--- src/rtl/uart_tx_arbiter.sv ---
// Round-robin share of one uart_tx among NREQ byte producers; tx_en pulses the cycle after accept, one byte per frame.
// req_ready only in IDLE with the serializer idle. Macro UART_ARB_PRIO0_EN makes requester 0 fixed top priority.
module uart_tx_arbiter #(
    parameter int NREQ         = 4,
    parameter int GAP_CYCLES   = 0,
    parameter int BUSY_TIMEOUT = 16
) (
    input  logic              clk,
    input  logic              resetn,
    input  logic [NREQ-1:0]   req_valid,
    input  logic [8*NREQ-1:0] req_data,
    output logic [NREQ-1:0]   req_ready,
    output logic              tx_en,
    output logic [7:0]        tx_data,
    input  logic              tx_busy,
    output logic [2:0]        owner,
    output logic              active,
    output logic              err_timeout,
    input  logic              err_clr
);

    localparam int            IW       = $clog2(NREQ);
    localparam int            TW       = (BUSY_TIMEOUT > 1) ? $clog2(BUSY_TIMEOUT) : 1;
    localparam logic [TW-1:0] TO_LAST  = TW'(BUSY_TIMEOUT - 1);
    localparam logic [7:0]    GAP_LAST = (GAP_CYCLES > 1) ? 8'(GAP_CYCLES - 1) : 8'd0;

    typedef enum logic [2:0] {
        S_IDLE,
        S_LAUNCH,
        S_WAIT_BUSY,
        S_WAIT_DONE,
        S_GAP
    } state_t;

    state_t          state;
    state_t          state_nxt;
    logic [TW-1:0]   to_cnt;
    logic [7:0]      gap_cnt;
    logic            to_set;
    logic [IW-1:0]   scan_idx;
    logic [2:0]      grant_idx;
    logic            grant_found;
    logic [NREQ-1:0] grant_oh;
    logic [7:0]      sel_byte;
    logic            accept;

    // Scan owner+1, owner+2, ... so the last winner drops to lowest priority.
    always_comb begin
        grant_idx   = 3'd0;
        grant_found = 1'b0;
        scan_idx    = '0;
        for (int k = 1; k <= NREQ; k++) begin
            scan_idx = IW'((int'(owner) + k) % NREQ);
            if (!grant_found && req_valid[scan_idx]) begin
                grant_found = 1'b1;
                grant_idx   = 3'(scan_idx);
            end
        end
`ifdef UART_ARB_PRIO0_EN
        if (req_valid[0]) begin
            grant_found = 1'b1;
            grant_idx   = 3'd0;
        end
`endif
    end

    always_comb begin
        sel_byte = 8'h00;
        for (int k = 0; k < NREQ; k++) begin
            if (grant_idx == 3'(k)) begin
                sel_byte = req_data[8*k +: 8];
            end
        end
    end

    assign grant_oh  = {{(NREQ-1){1'b0}}, 1'b1} << grant_idx;
    assign req_ready = (resetn && state == S_IDLE && !tx_busy && grant_found) ? grant_oh : '0;
    assign accept    = |(req_valid & req_ready);
    assign tx_en     = (state == S_LAUNCH);
    assign active    = (state != S_IDLE);

    always_comb begin
        state_nxt = state;
        to_set    = 1'b0;
        case (state)
            S_IDLE: begin
                if (accept) state_nxt = S_LAUNCH;
            end
            S_LAUNCH: begin
                state_nxt = S_WAIT_BUSY;
            end
            S_WAIT_BUSY: begin
                if (tx_busy) begin
                    state_nxt = S_WAIT_DONE;
                end else if (to_cnt == TO_LAST) begin
                    state_nxt = S_GAP;
                    to_set    = 1'b1;
                end
            end
            S_WAIT_DONE: begin
                if (!tx_busy) state_nxt = S_GAP;
            end
            S_GAP: begin
                if (gap_cnt == GAP_LAST) state_nxt = S_IDLE;
            end
            default: begin
                state_nxt = S_IDLE;
            end
        endcase
    end

    always_ff @(posedge clk) begin
        if (!resetn) begin
            state <= S_IDLE;
        end else begin
            state <= state_nxt;
        end
    end

    always_ff @(posedge clk) begin
        if (!resetn) begin
            tx_data     <= 8'h00;
            owner       <= 3'(NREQ - 1);
            err_timeout <= 1'b0;
            to_cnt      <= '0;
            gap_cnt     <= 8'd0;
        end else begin
            if (accept) begin
                tx_data <= sel_byte;
                owner   <= grant_idx;
            end
            // Both counters rest at zero outside their own state, so entry needs no explicit clear.
            if (state == S_WAIT_BUSY) to_cnt <= to_cnt + 1'b1;
            else                      to_cnt <= '0;
            if (state == S_GAP) gap_cnt <= gap_cnt + 1'b1;
            else                gap_cnt <= 8'd0;
            if (to_set)       err_timeout <= 1'b1;
            else if (err_clr) err_timeout <= 1'b0;
        end
    end

endmodule

--- config.mk ---
export PLATFORM = sky130hd
export DESIGN_NAME = uart_tx_arbiter
export DESIGN_NICKNAME = d
export VERILOG_FILES = /design/src/rtl/uart_tx_arbiter.sv
export SDC_FILE = /design/constraint.sdc
export NUM_CORES = 1
export LEC_CHECK = 0
export ABC_AREA = 1
export BUFFER_PORTS_ARGS = -buffer_cell sky130_fd_sc_hd__buf_2
export CAP_MARGIN = 20
export CORE_MARGIN = 4
export CORE_UTILIZATION = 45
export DETAILED_ROUTE_END_ITERATION = 16
export GPL_ROUTABILITY_DRIVEN = 0
export GPL_TIMING_DRIVEN = 0
export PLACE_DENSITY = 0.72
export SLEW_MARGIN = 30
export SYNTH_ARGS = -nofsm -noshare
export SYNTH_HDL_FRONTEND = slang
export SYNTH_SLANG_ARGS = --single-unit
--- constraint.sdc ---
create_clock -name clk -period 2 [get_ports clk]
set_input_delay 0.2 -clock clk [delete_from_list [all_inputs] [get_ports clk]]
set_output_delay 0.2 -clock clk [all_outputs]
set_load 0.005 [all_outputs]
**After elaboration in Yosys (flattened, before gate mapping)**

Cells that the tools add are included.

- $add $sub $neg: 6
- $lt $le $gt $ge: 4
- Eq/ne operators: 12
- Shift-type cells: 1
- Multiplexer cells: 32
- Bitwise logic cells: 1
- Reductions and logical operators: 19

Operators by type and width:

| operator | number |
|---|---|
| 2-to-1 mux 8 bit | 4 |
| 2-to-1 mux 3 bit | 7 |
| one-hot mux 3 bit (5 select lines) | 1 |
| 2-to-1 mux 1 bit | 13 |
| equality test 3 x 2 -> 1 bit (second input constant) | 4 |
| less-than comparator 2 x 3 -> 1 bit (second input constant) | 4 |
| adder 8 x 1 -> 8 bit (second input constant) | 1 |
| binary-select mux 1 bit (select 2 bit) | 4 |
| zero test 8 bit | 1 |
| equality test 3 x 1 -> 1 bit (second input constant) | 2 |
| logical AND 1 bit | 6 |
| zero test 3 bit | 2 |
| != test 2 bit (second input constant) | 3 |
| adder 2 x 1 -> 2 bit (second input constant) | 2 |
| adder 2 bit (second input constant) | 2 |
| adder 4 x 1 -> 4 bit (second input constant) | 1 |
| bitwise AND 4 bit | 1 |
| equality test 4 bit (second input constant) | 1 |
| zero test 1 bit | 4 |
| 2-to-1 mux 2 bit | 2 |
| 2-to-1 mux 4 bit | 1 |
| AND reduction 2 bit | 2 |
| AND reduction 4 bit | 1 |
| OR reduction 4 bit | 1 |
| other kinds (5) | 5 |

- Register bits after elaboration: 27
- Bits of input ports: 40
- Word-level logic and storage cells: 81

**Longest topological paths before layout**

Gate-level depths: netlist of the first run.

- Depth after elaboration: 19
- Gate-level depth with buffers: 17

**Least setup slack after synthesis of the first run**

Ideal clock, no wire load.

- Kind: flip-flop to output port
- Start point: register owner[0]
- End point: output port req_ready[3]
- Data arrival time: 1,511 ps
- Required time: 1,800 ps
- Setup slack: 289 ps
- Stages on the path, launching flop included: 14
- Buffers on the path: 1
- Cell sequence: dfxtp_1 -> buf_6 -> inv_6 -> nand2_1 -> nand2_2 -> nand2_2 -> nand2_4 -> nor2_4 -> nand3_1 -> nand2_2 -> nand2_4 -> a21oi_4 -> inv_1 -> nor2_1

- Word-level cells in the longest chain between the ends: 15

RTL lines:

| item | RTL line | text |
|---|---|---|
| start: declaration | 16 | `output logic [2:0] owner,` |
| start signal: assignment | 123 | `owner <= 3'(NREQ - 1);` |
| start signal: assignment | 130 | `owner <= grant_idx;` |
| adder 2 x 1 -> 2 bit | 53 | `scan_idx = IW'((int'(owner) + k) % NREQ);` |
| binary-select mux 1 bit (select 2 bit) | 54 | `if (!grant_found && req_valid[scan_idx]) begin` |
| 2-to-1 mux 1 bit (implied by the code) | 54 |  |
| 2-to-1 mux 1 bit | 54 |  |
| zero test 1 bit | 54 |  |
| logical AND 1 bit | 54 |  |
| 2-to-1 mux 1 bit | 54 |  |
| zero test 1 bit | 54 |  |
| logical AND 1 bit | 54 |  |
| 2-to-1 mux 1 bit | 54 |  |
| zero test 1 bit | 54 |  |
| logical AND 1 bit | 54 |  |
| 2-to-1 mux 3 bit / 2-to-1 mux 1 bit (equally long branches) | 54 |  |
| << shifter 1 x 3 -> 4 bit / logical AND 1 bit (equally long branches) | 76, 77 |  |
| 2-to-1 mux 4 bit * | 77 | `assign req_ready = (resetn && state == S_IDLE && !tx_busy && grant_found) ? grant_oh : '0;` |
| end: declaration | 12 | `output logic [NREQ-1:0] req_ready,` |

Every way passes the cells marked *; elsewhere a longest branch is shown, timed or not. The select of a mux whose other input is x is not followed.

**Worst setup path in the final report of the first run**

- Start point: register owner[0]
- End point: output port req_ready[0]

Same word-level chain as after synthesis.

==> metrics, run 1 <==
final core utilization 0.637; Largest stage delay, worst path 0.34 ns; DR vias 1885; critical path capture point type primary output; Root Driver clkbuf_8; hold_buf cts 0; top post-synthesis cells by area dfxtp_1, nand2_1, inv_1, nor2_1, nand3_1; maximum capacitance violations 0; Clock Sinks 26; crit start category flip-flop; top_reg_cell synth dfxtp_1; worst hold path depth 4; failing checks setup timing; RR Startpoint owner[0]; number of synthesized flops with an enable pin 0; die area 5040 µm²; placed cells 385; Layout Nets 396; Die H 71.0 µm; post-detail-place hpwl 3.18 mm; overall power 2.77 mW; global-route wire length before repair 7.20 mm; warnings from Yosys 0; Post-Syn Area 1780 µm²; final setup TNS -0.398 ns; total grt overflow 0; area leader, netlist dfxtp_1; end of the worst register-to-register path tx_data[0]; Core ar. 3740 µm²; Worst Skew 0.00205 ns; distinct cell type count after synthesis 34; Net Sw Frac 0.449; Total GRT Usage 0.170; Worst Setup Path Type flip-flop to primary output; end of the worst hold path err_timeout; R2R depth 18; final slew viol count 0; Syn Area/Cell 6.35 µm²; WP buf/inv 4; Hold WC Path Type primary input to flip-flop; Syn-to-layout area delta 33.7%; vias in the first global route 1760; power per cell area 1160 nW/µm²; cells along the critical path buf_6, inv_8, nand2_1, nand3_1, nand2_2, nor2_4, nand3_2, nand2_2, nand2_4, buf_6, nor3b_2, buf_2; DR iter-0 viols 48; PnR worst setup slack -0.0483 ns; pin count of the biggest net entering global routing 15; maximum VDD drop 0.582 mV; Mapped Cells 281; H-tree Lvls 1; Post-synth ARST share 0; vias per cell 4.71; Hold Startpoint err_clr; Initial DRT Pass Iterations 4; setup violators final 12; final wirelength 4.27 mm; layout cells sized above 1 0.335; syn nets 324; crit-path leading delay family simple AND/OR/NAND/NOR gates; # diodes 0; buffer depth of the longest clock path 2; Arrival @ worst endpoint 1.85 ns; RSZ-0062 raised after global routing yes; leak pwr 1.23 nW; row count 22; Reg power frac 0.234; worst-path fanout max 8; f_max 488 MHz; critical path's slowest cell dfxtp_2; most instantiated cells after synthesis nand2_1, inv_1, nor2_1, dfxtp_1, nand3_1; worst skew pair latency 0.27 ns; most frequent cell after synthesis nand2_1; clock power share 0.121; clock tree from TritonCTS yes; Cell Count, Final, Fillers Out 400; #FFs+latches synth 26; Hold Fails Final Rpt 0; # port buffers 56; final period utilization 1.02; Comb power frac 0.645; Tmin final 2.05 ns; TritonCTS Buffers 3; setup slack, reg-to-reg -0.04 ns; WL per Instance 10.7 µm; Starting Density 0.477; run status finished with violations; sequential-to-total area share from yosys stat 0.292; initial antenna violation count 0; critical path required time 1.80 ns; switching power 1.24 mW; width of the die 71.0 µm; internal power 1.52 mW; Yosys top cell area share 0.292; Antenna Violating Nets Remaining 0; clk slew on worst S/H paths 0.09 ns; num ports 58; DRC viols 0
-- repair_timing --
| action | 4_1_cts | 5_1_grt |
|---|---|---|
| setup buffers | 9 | 1 |
| endpoints found under the setup margin | 4 | 13 |
| gates resized for setup | 13 | 21 |
| hold endpoints to repair | 0 | 0 |
| pin swaps | 13 | 14 |
| gates cloned | 1 | 0 |
-- metal layers --
metal,part of all wire,wire (µm),GRT usage
met5,0,0,0
met4,0.0070,30,0.0397
met3,0.069,296,0.0611
met2,0.50,2130,0.302
met1,0.43,1820,0.194
-- cell families after synthesis --
family | Yosys count | synth area share
compound gates | 29 | 0.100
other cells | 1 | 0.00210
flops | 26 | 0.292
simple gates | 171 | 0.448
buf+inv | 50 | 0.132
xor+xnor | 1 | 0.00491
fa+ha+maj | 3 | 0.0210
-- worst reg2reg max path: stages (launching register included) --
cell and delay, ns:
dfxtp_2 0.34, buf_6 0.13, inv_8 0.09, nand2_1 0.07, nand3_1 0.09, nand2_2 0.07, nor2_4 0.16, nand3_2 0.10
nand2_2 0.08, nand2_4 0.07, buf_6 0.12, buf_4 0.14, nor2_4 0.19, nand2_1 0.08, nand2_1 0.05, nand2_1 0.05
nand3_1 0.07, nand2_1 0.05, inv_1 0.04
-- flip-flops by register name, summed over array words and instances (netlist names) --
| name | cells |
|---|---|
| err_timeout | 1 |
| gap_cnt | 8 |
| owner | 2 |
| state | 3 |
| to_cnt | 4 |
| tx_data | 8 |
-- worst max-delay path by stage --
| stage | start | end | depth (start not counted) |
|---|---|---|---|
| 2_1_floorplan | owner[0] | req_ready[3] | 13 |
| 3_3_place_gp | owner[0] | tx_data[3] | 14 |
| 3_5_place_dp | owner[0] | tx_data[0] | 14 |
| 4_1_cts | owner[0] | req_ready[1] | 13 |
| 5_1_grt | owner[0] | tx_data[2] | 19 |
| 6_report | owner[0] | req_ready[0] | 12 |
-- final cells by class --
class                           instances  area [µm²]
Sequential cell                        26         523
Fill cell                             361        1360
Buffer                                  7        71.3
Inverter                               43         176
Multi-Input combinational cell        205        1130
Tap cell                               48        60.1
Clock buffer                            4        55.1
Timing Repair Buffer                   67         364
-- metrics by stage --
stage | instance area (µm²) | hold WS, ns | setup slack [ns]
2_1_floorplan | 1780 | 0.325 | 0.289
3_3_place_gp | 2120 | 0.435 | 0.0473
3_5_place_dp | 2120 | 0.442 | 0.0273
4_1_cts | 2300 | 0.171 | -0.0928
5_1_grt | 2380 | 0.188 | -0.202
6_report | 2380 | 0.175 | -0.0483
-- power groups by stage --
stage / logic, mW / registers (mW) / clock network (mW)
finish: 1.78 / 0.646 / 0.334
global route: 2.00 / 0.657 / 0.365
detailed placement: 1.47 / 0.653 / 0
global placement: 1.45 / 0.652 / 0
CTS: 1.68 / 0.645 / 0.351
floorplan: 1.13 / 0.654 / 0
-- cells in the final DEF, fill, tap and decap left out, types with 2 or more instances in the layout --
cell type / instances
a21oi_1: 11
buf_2: 57
buf_4: 10
buf_6: 5
clkbuf_8: 4
dfxtp_1: 24
dfxtp_2: 2
ha_1: 3
inv_1: 38
inv_4: 3
nand2_1: 74
nand2_2: 8
nand2_4: 12
nand3_1: 19
nand4_1: 3
nand4_4: 2
nor2_1: 33
nor2_4: 2
nor3_1: 5
nor3b_1: 2
nor4_1: 2
o21ai_0: 5
o21ai_1: 4
o21ai_2: 3
or2_0: 4
(Power assumes the default switching activity.)
==> run 2, diff against run 1 <==
--- a/config.mk
+++ b/config.mk
@@ -13,6 +13,7 @@
 export DETAILED_ROUTE_END_ITERATION = 16
 export GPL_ROUTABILITY_DRIVEN = 0
 export GPL_TIMING_DRIVEN = 0
+export MAX_ROUTING_LAYER = met4
 export PLACE_DENSITY = 0.72
 export SLEW_MARGIN = 30
 export SYNTH_ARGS = -nofsm -noshare
==> run 2 against run 1 <==
  * Total power about the same
  * Non-clock buffer count unchanged
  * Sequential power about the same
  * Via count down 0.11%
  * The flow still finishes with violations (setup timing)
  * Clock-buffer cell count unchanged
  * Cell count unchanged
  * Largest cell class unchanged
  * Critical path type unchanged
  * Fmax down 0.10%
  * Setup slack worse by 0.0021 ns
==> metrics, run 2 (same netlist as run 1, synthesis figures left out) <==
most frequent cells in the layout nand2_1, buf_2, inv_1; DRC viols 0; Core ar. 3740 µm²; total grt overflow 0; setup violators final 12; die area 5040 µm²; cells along the critical path buf_6, inv_8, nand2_1, nand3_1, nand2_2, nor2_4, nand3_2, nand2_2, nand2_4, buf_6, nor3b_2, buf_2; width of the die 71.0 µm; global-route wire length before repair 7.19 mm; crit path capture req_ready[0]; end of the worst register-to-register path tx_data[0]; vias per cell 4.71; final core utilization 0.637; clock tree from TritonCTS yes; H-tree Lvls 1; TritonCTS Buffers 3; PnR worst setup slack -0.0504 ns; worst skew pair latency 0.27 ns; Hold Fails Final Rpt 0; # port buffers 56; final wirelength 4.26 mm; RSZ-0062 raised after global routing yes; post-detail-place hpwl 3.18 mm; power per cell area 1160 nW/µm²; final slew viol count 0; Worst Setup Path Type flip-flop to primary output; Root Driver clkbuf_8; initial antenna violation count 0; clk slew on worst S/H paths 0.09 ns; hold_buf cts 0; critical path's slowest cell dfxtp_2; setup slack, reg-to-reg -0.05 ns; vias in the first global route 1760; Die H 71.0 µm; run status finished with violations; maximum capacitance violations 0; RR Startpoint owner[0]; num ports 58; Clock Sinks 26; DR vias 1883; # diodes 0; WL per Instance 10.7 µm; leak pwr 1.23 nW; R2R depth 18; Initial DRT Pass Iterations 4; Largest regs gap_cnt x8, tx_data x8, to_cnt x4; placed cells 385; Hold WC Path Type primary input to flip-flop; f_max 488 MHz; Largest stage delay, worst path 0.34 ns; final period utilization 1.03; Worst Skew 0.00206 ns; critical path capture point type primary output; critical path required time 1.80 ns; Antenna Violating Nets Remaining 0; commonest non-fill, non-tap cell in the layout nand2_1; Tmin final 2.05 ns; failing checks setup timing; buffer depth of the longest clock path 2; worst-path fanout max 8; layout filler cell count 361; crit path from owner[0]; maximum VDD drop 0.583 mV; pin count of the biggest net entering global routing 15; Syn-to-layout area delta 33.7%; final setup TNS -0.443 ns; Arrival @ worst endpoint 1.85 ns; Layout Nets 396; dpl ws 0.0273 ns; row count 22; Cell Count, Final, Fillers Out 400; WHS 0.176 ns; Total GRT Usage 0.175; crit start category flip-flop; Starting Density 0.477; layout cells sized above 1 0.335; DR iter-0 viols 50
run 2: cell counts in the layout (fill, tap and decap cells not counted):
Identical to the previous run, type by type.
run 2: power by group:
part / switching, mW / total, mW / internal [mW] / leakage, nW
clock network: 0.159 / 0.335 / 0.176 / 0.0288
logic: 1.03 / 1.79 / 0.753 / 0.992
registers: 0.0512 / 0.646 / 0.595 / 0.211
total: 1.24 / 2.77 / 1.52 / 1.23
run 2: critical path: cells and delay by family (launching register included):
kind,cells,cell delay (ns)
and+or+nand+nor,8,0.78
buffers and inverters,4,0.46
DFF,1,0.34
run 2: repair_timing:
| action | CTS | global route |
|---|---|---|
| cloned | 1 | 0 |
| resized for setup | 13 | 21 |
| buffers inserted | 9 | 1 |
| setup endpoints to repair | 4 | 13 |
| pin swaps | 13 | 14 |
run 2: cell type report:
type,instances,area [µm²],area share
multi-input combinational,205,1130,0.476
sequential,26,523,0.219
timing repair buffer,67,364,0.153
inverter,43,176,0.0740
buffer,7,71.3,0.0299
tap,48,60.1,0.0252
clock buffer,4,55.1,0.0231
run 2: metal layers:
metal	GRT usage	share of wire	up-vias
li1	-	-	1016
met5	-	0	-
met2	0.302	0.50	45
met1	0.201	0.44	816
met4	0.0397	0.0084	0
met3	0.0483	0.058	6
run 2: worst min-delay path by stage:
stage                   start     endpoint  depth (start not counted)
floorplan              resetn     state[1]                          2
global placement    to_cnt[0]    to_cnt[0]                          1
detailed placement  to_cnt[0]    to_cnt[0]                          1
CTS                   err_clr  err_timeout                          4
global route          err_clr  err_timeout                          4
finish                err_clr  err_timeout                          4
run 2: per-stage QoR:
stage	total power [mW]	area, µm²
4_1_cts	2.68	2300
3_3_place_gp	2.10	2120
3_5_place_dp	2.12	2120
6_report	2.77	2380
2_1_floorplan	1.79	1780
5_1_grt	3.02	2380
==> run 3, diff against run 2 <==
--- a/config.mk
+++ b/config.mk
@@ -12,7 +12,6 @@
 export CORE_UTILIZATION = 45
 export DETAILED_ROUTE_END_ITERATION = 16
 export GPL_ROUTABILITY_DRIVEN = 0
-export GPL_TIMING_DRIVEN = 0
 export MAX_ROUTING_LAYER = met4
 export PLACE_DENSITY = 0.72
 export SLEW_MARGIN = 30
==> constraint.sdc (replaced) <==
create_clock -name clk -period 2 [get_ports clk]
set_input_delay 0.2 -clock clk [delete_from_list [all_inputs] [get_ports clk]]
set_output_delay 0.2 -clock clk [all_outputs]
set_load 0.02 [all_outputs]
==> run 3 against run 2 <==
  * Register-to-register slack barely moved
  * Via count grew 0.64%
  * Clock skew increased by 0.0026 ns
  * Largest power group unchanged
  * Sequential cell count did not move
  * Highest routed layer unchanged
  * Die area is the same
  * The flow still finishes with violations (setup timing)
==> metrics, run 3 (same netlist as run 1, synthesis figures left out) <==
Clock Sinks 26; worst skew pair latency 0.27 ns; TritonCTS Buffers 3; setup slack, reg-to-reg -0.06 ns; Hold Fails Final Rpt 0; Tmin final 2.19 ns; layout cells sized above 1 0.370; Hold WC Path Type primary input to flip-flop; clock tree from TritonCTS yes; buffer depth of the longest clock path 2; Worst Setup Path Type flip-flop to primary output; final setup TNS -0.889 ns; WHS 0.174 ns; clk slew on worst S/H paths 0.09 ns; power per cell area 1200 nW/µm²; RSZ-0062 raised after global routing yes; end of the worst register-to-register path tx_data[4]; Placed Area 2120 µm²; DR vias 1895; RR Startpoint owner[0]; crit path from owner[0]; f_max 457 MHz; leak pwr 1.24 nW; failing checks setup timing; Root Driver clkbuf_8; Total GRT Usage 0.172; final period utilization 1.09; commonest non-fill, non-tap cell in the layout nand2_1; maximum capacitance violations 0; Design Area, Final 2470 µm²; met2 WL 2.10 mm; # diodes 0; final wirelength 4.17 mm; H-tree Lvls 1; width of the die 71.0 µm; DR iter-0 viols 70; Worst Skew 0.00468 ns; R2R depth 18; vias in the first global route 1798; Largest regs gap_cnt x8, tx_data x8, to_cnt x4; post-detail-place hpwl 3.11 mm; DR top layer met4; Antenna Violating Nets Remaining 0; pin count of the biggest net entering global routing 19; Initial DRT Pass Iterations 4; vias per cell 4.75; maximum VDD drop 0.672 mV; WL met3 228 µm; row count 22; critical path required time 1.80 ns; run status finished with violations; total grt overflow 0; PnR worst setup slack -0.190 ns; final core utilization 0.659; met1 WL 1.82 mm; worst-path fanout max 6; crit path capture req_ready[3]; crit start category flip-flop; Starting Density 0.477; overall power 2.97 mW; final slew viol count 0; global-route wire length before repair 7.07 mm; DRC viols 0; WL per Instance 10.4 µm; num ports 58; initial antenna violation count 0; Arrival @ worst endpoint 1.99 ns; most frequent cells in the layout nand2_1, buf_2, inv_1; # port buffers 56; Layout Nets 395; Die H 71.0 µm; die area 5040 µm²; Syn-to-layout area delta 38.3%; critical path capture point type primary output; Core ar. 3740 µm²; setup violators final 12
[run 3: cell count changes in the layout (fill, tap and decap cells not counted), moves of 3 or more]
cell     previous run  this run
buf_2              57        52
nor2_1             33        30
nand2_1            74        67
inv_2               1         4
nand2_4            12         6
buf_12              0         3
nand2_2             8        20
[run 3: how the worst min path moves through the flow]
stage	start	slack (ns)	cells after the start	end
2_1_floorplan	resetn	0.33	2	state[1]
3_3_place_gp	to_cnt[0]	0.43	1	to_cnt[0]
3_5_place_dp	to_cnt[0]	0.43	1	to_cnt[0]
4_1_cts	err_clr	0.17	4	err_timeout
5_1_grt	err_clr	0.19	4	err_timeout
6_report	err_clr	0.17	4	err_timeout
[run 3: layer usage]
layer	global-route usage	up-vias
met5	-	-
met2	0.301	38
met4	0.0292	0
met3	0.0426	4
li1	-	1013
met1	0.201	840
[run 3: worst max-delay path, stage by stage (launching register included)]
cell     delay [ns]
dfxtp_4        0.37
buf_12         0.12
buf_16         0.12
nand2_4        0.06
nand2_2        0.06
nand2_2        0.06
nand2_2        0.06
nor2_4         0.15
nand3_2        0.12
nand2_4        0.10
nand2_8        0.08
a21oi_4        0.13
inv_2          0.04
nor2_2         0.11
buf_6          0.12
[run 3: what timing repair did]
| item | in CTS | in global routing |
|---|---|---|
| hold buffers | 0 | 0 |
| resized for setup | 21 | 31 |
| pin swaps | 9 | 21 |
| cloned | 1 | 0 |
| buffers inserted | 6 | 6 |
| setup endpoints to repair | 4 | 12 |
[run 3: final cells by class]
class                           instances  area [µm²]
Fill cell                             364        1280
Multi-Input combinational cell        205        1150
Sequential cell                        26         526
Timing Repair Buffer                   73         498
Inverter                               43         176
Tap cell                               48        60.1
Clock buffer                            4        55.1
[run 3: per-stage QoR]
step | std cells | worst slack (ns)
3_5_place_dp | 383 | 0.0853
2_1_floorplan | 281 | 0.0431
5_1_grt | 399 | -0.298
3_3_place_gp | 383 | 0.106
4_1_cts | 394 | -0.136
6_report | 399 | -0.190
[run 3: power by group]
group	leakage (nW)	total, mW	internal [mW]	switching [mW]
registers	0.211	0.659	0.597	0.0621
logic	1.00	1.98	0.817	1.16
clock network	0.0288	0.336	0.176	0.160
total	1.24	2.97	1.59	1.38
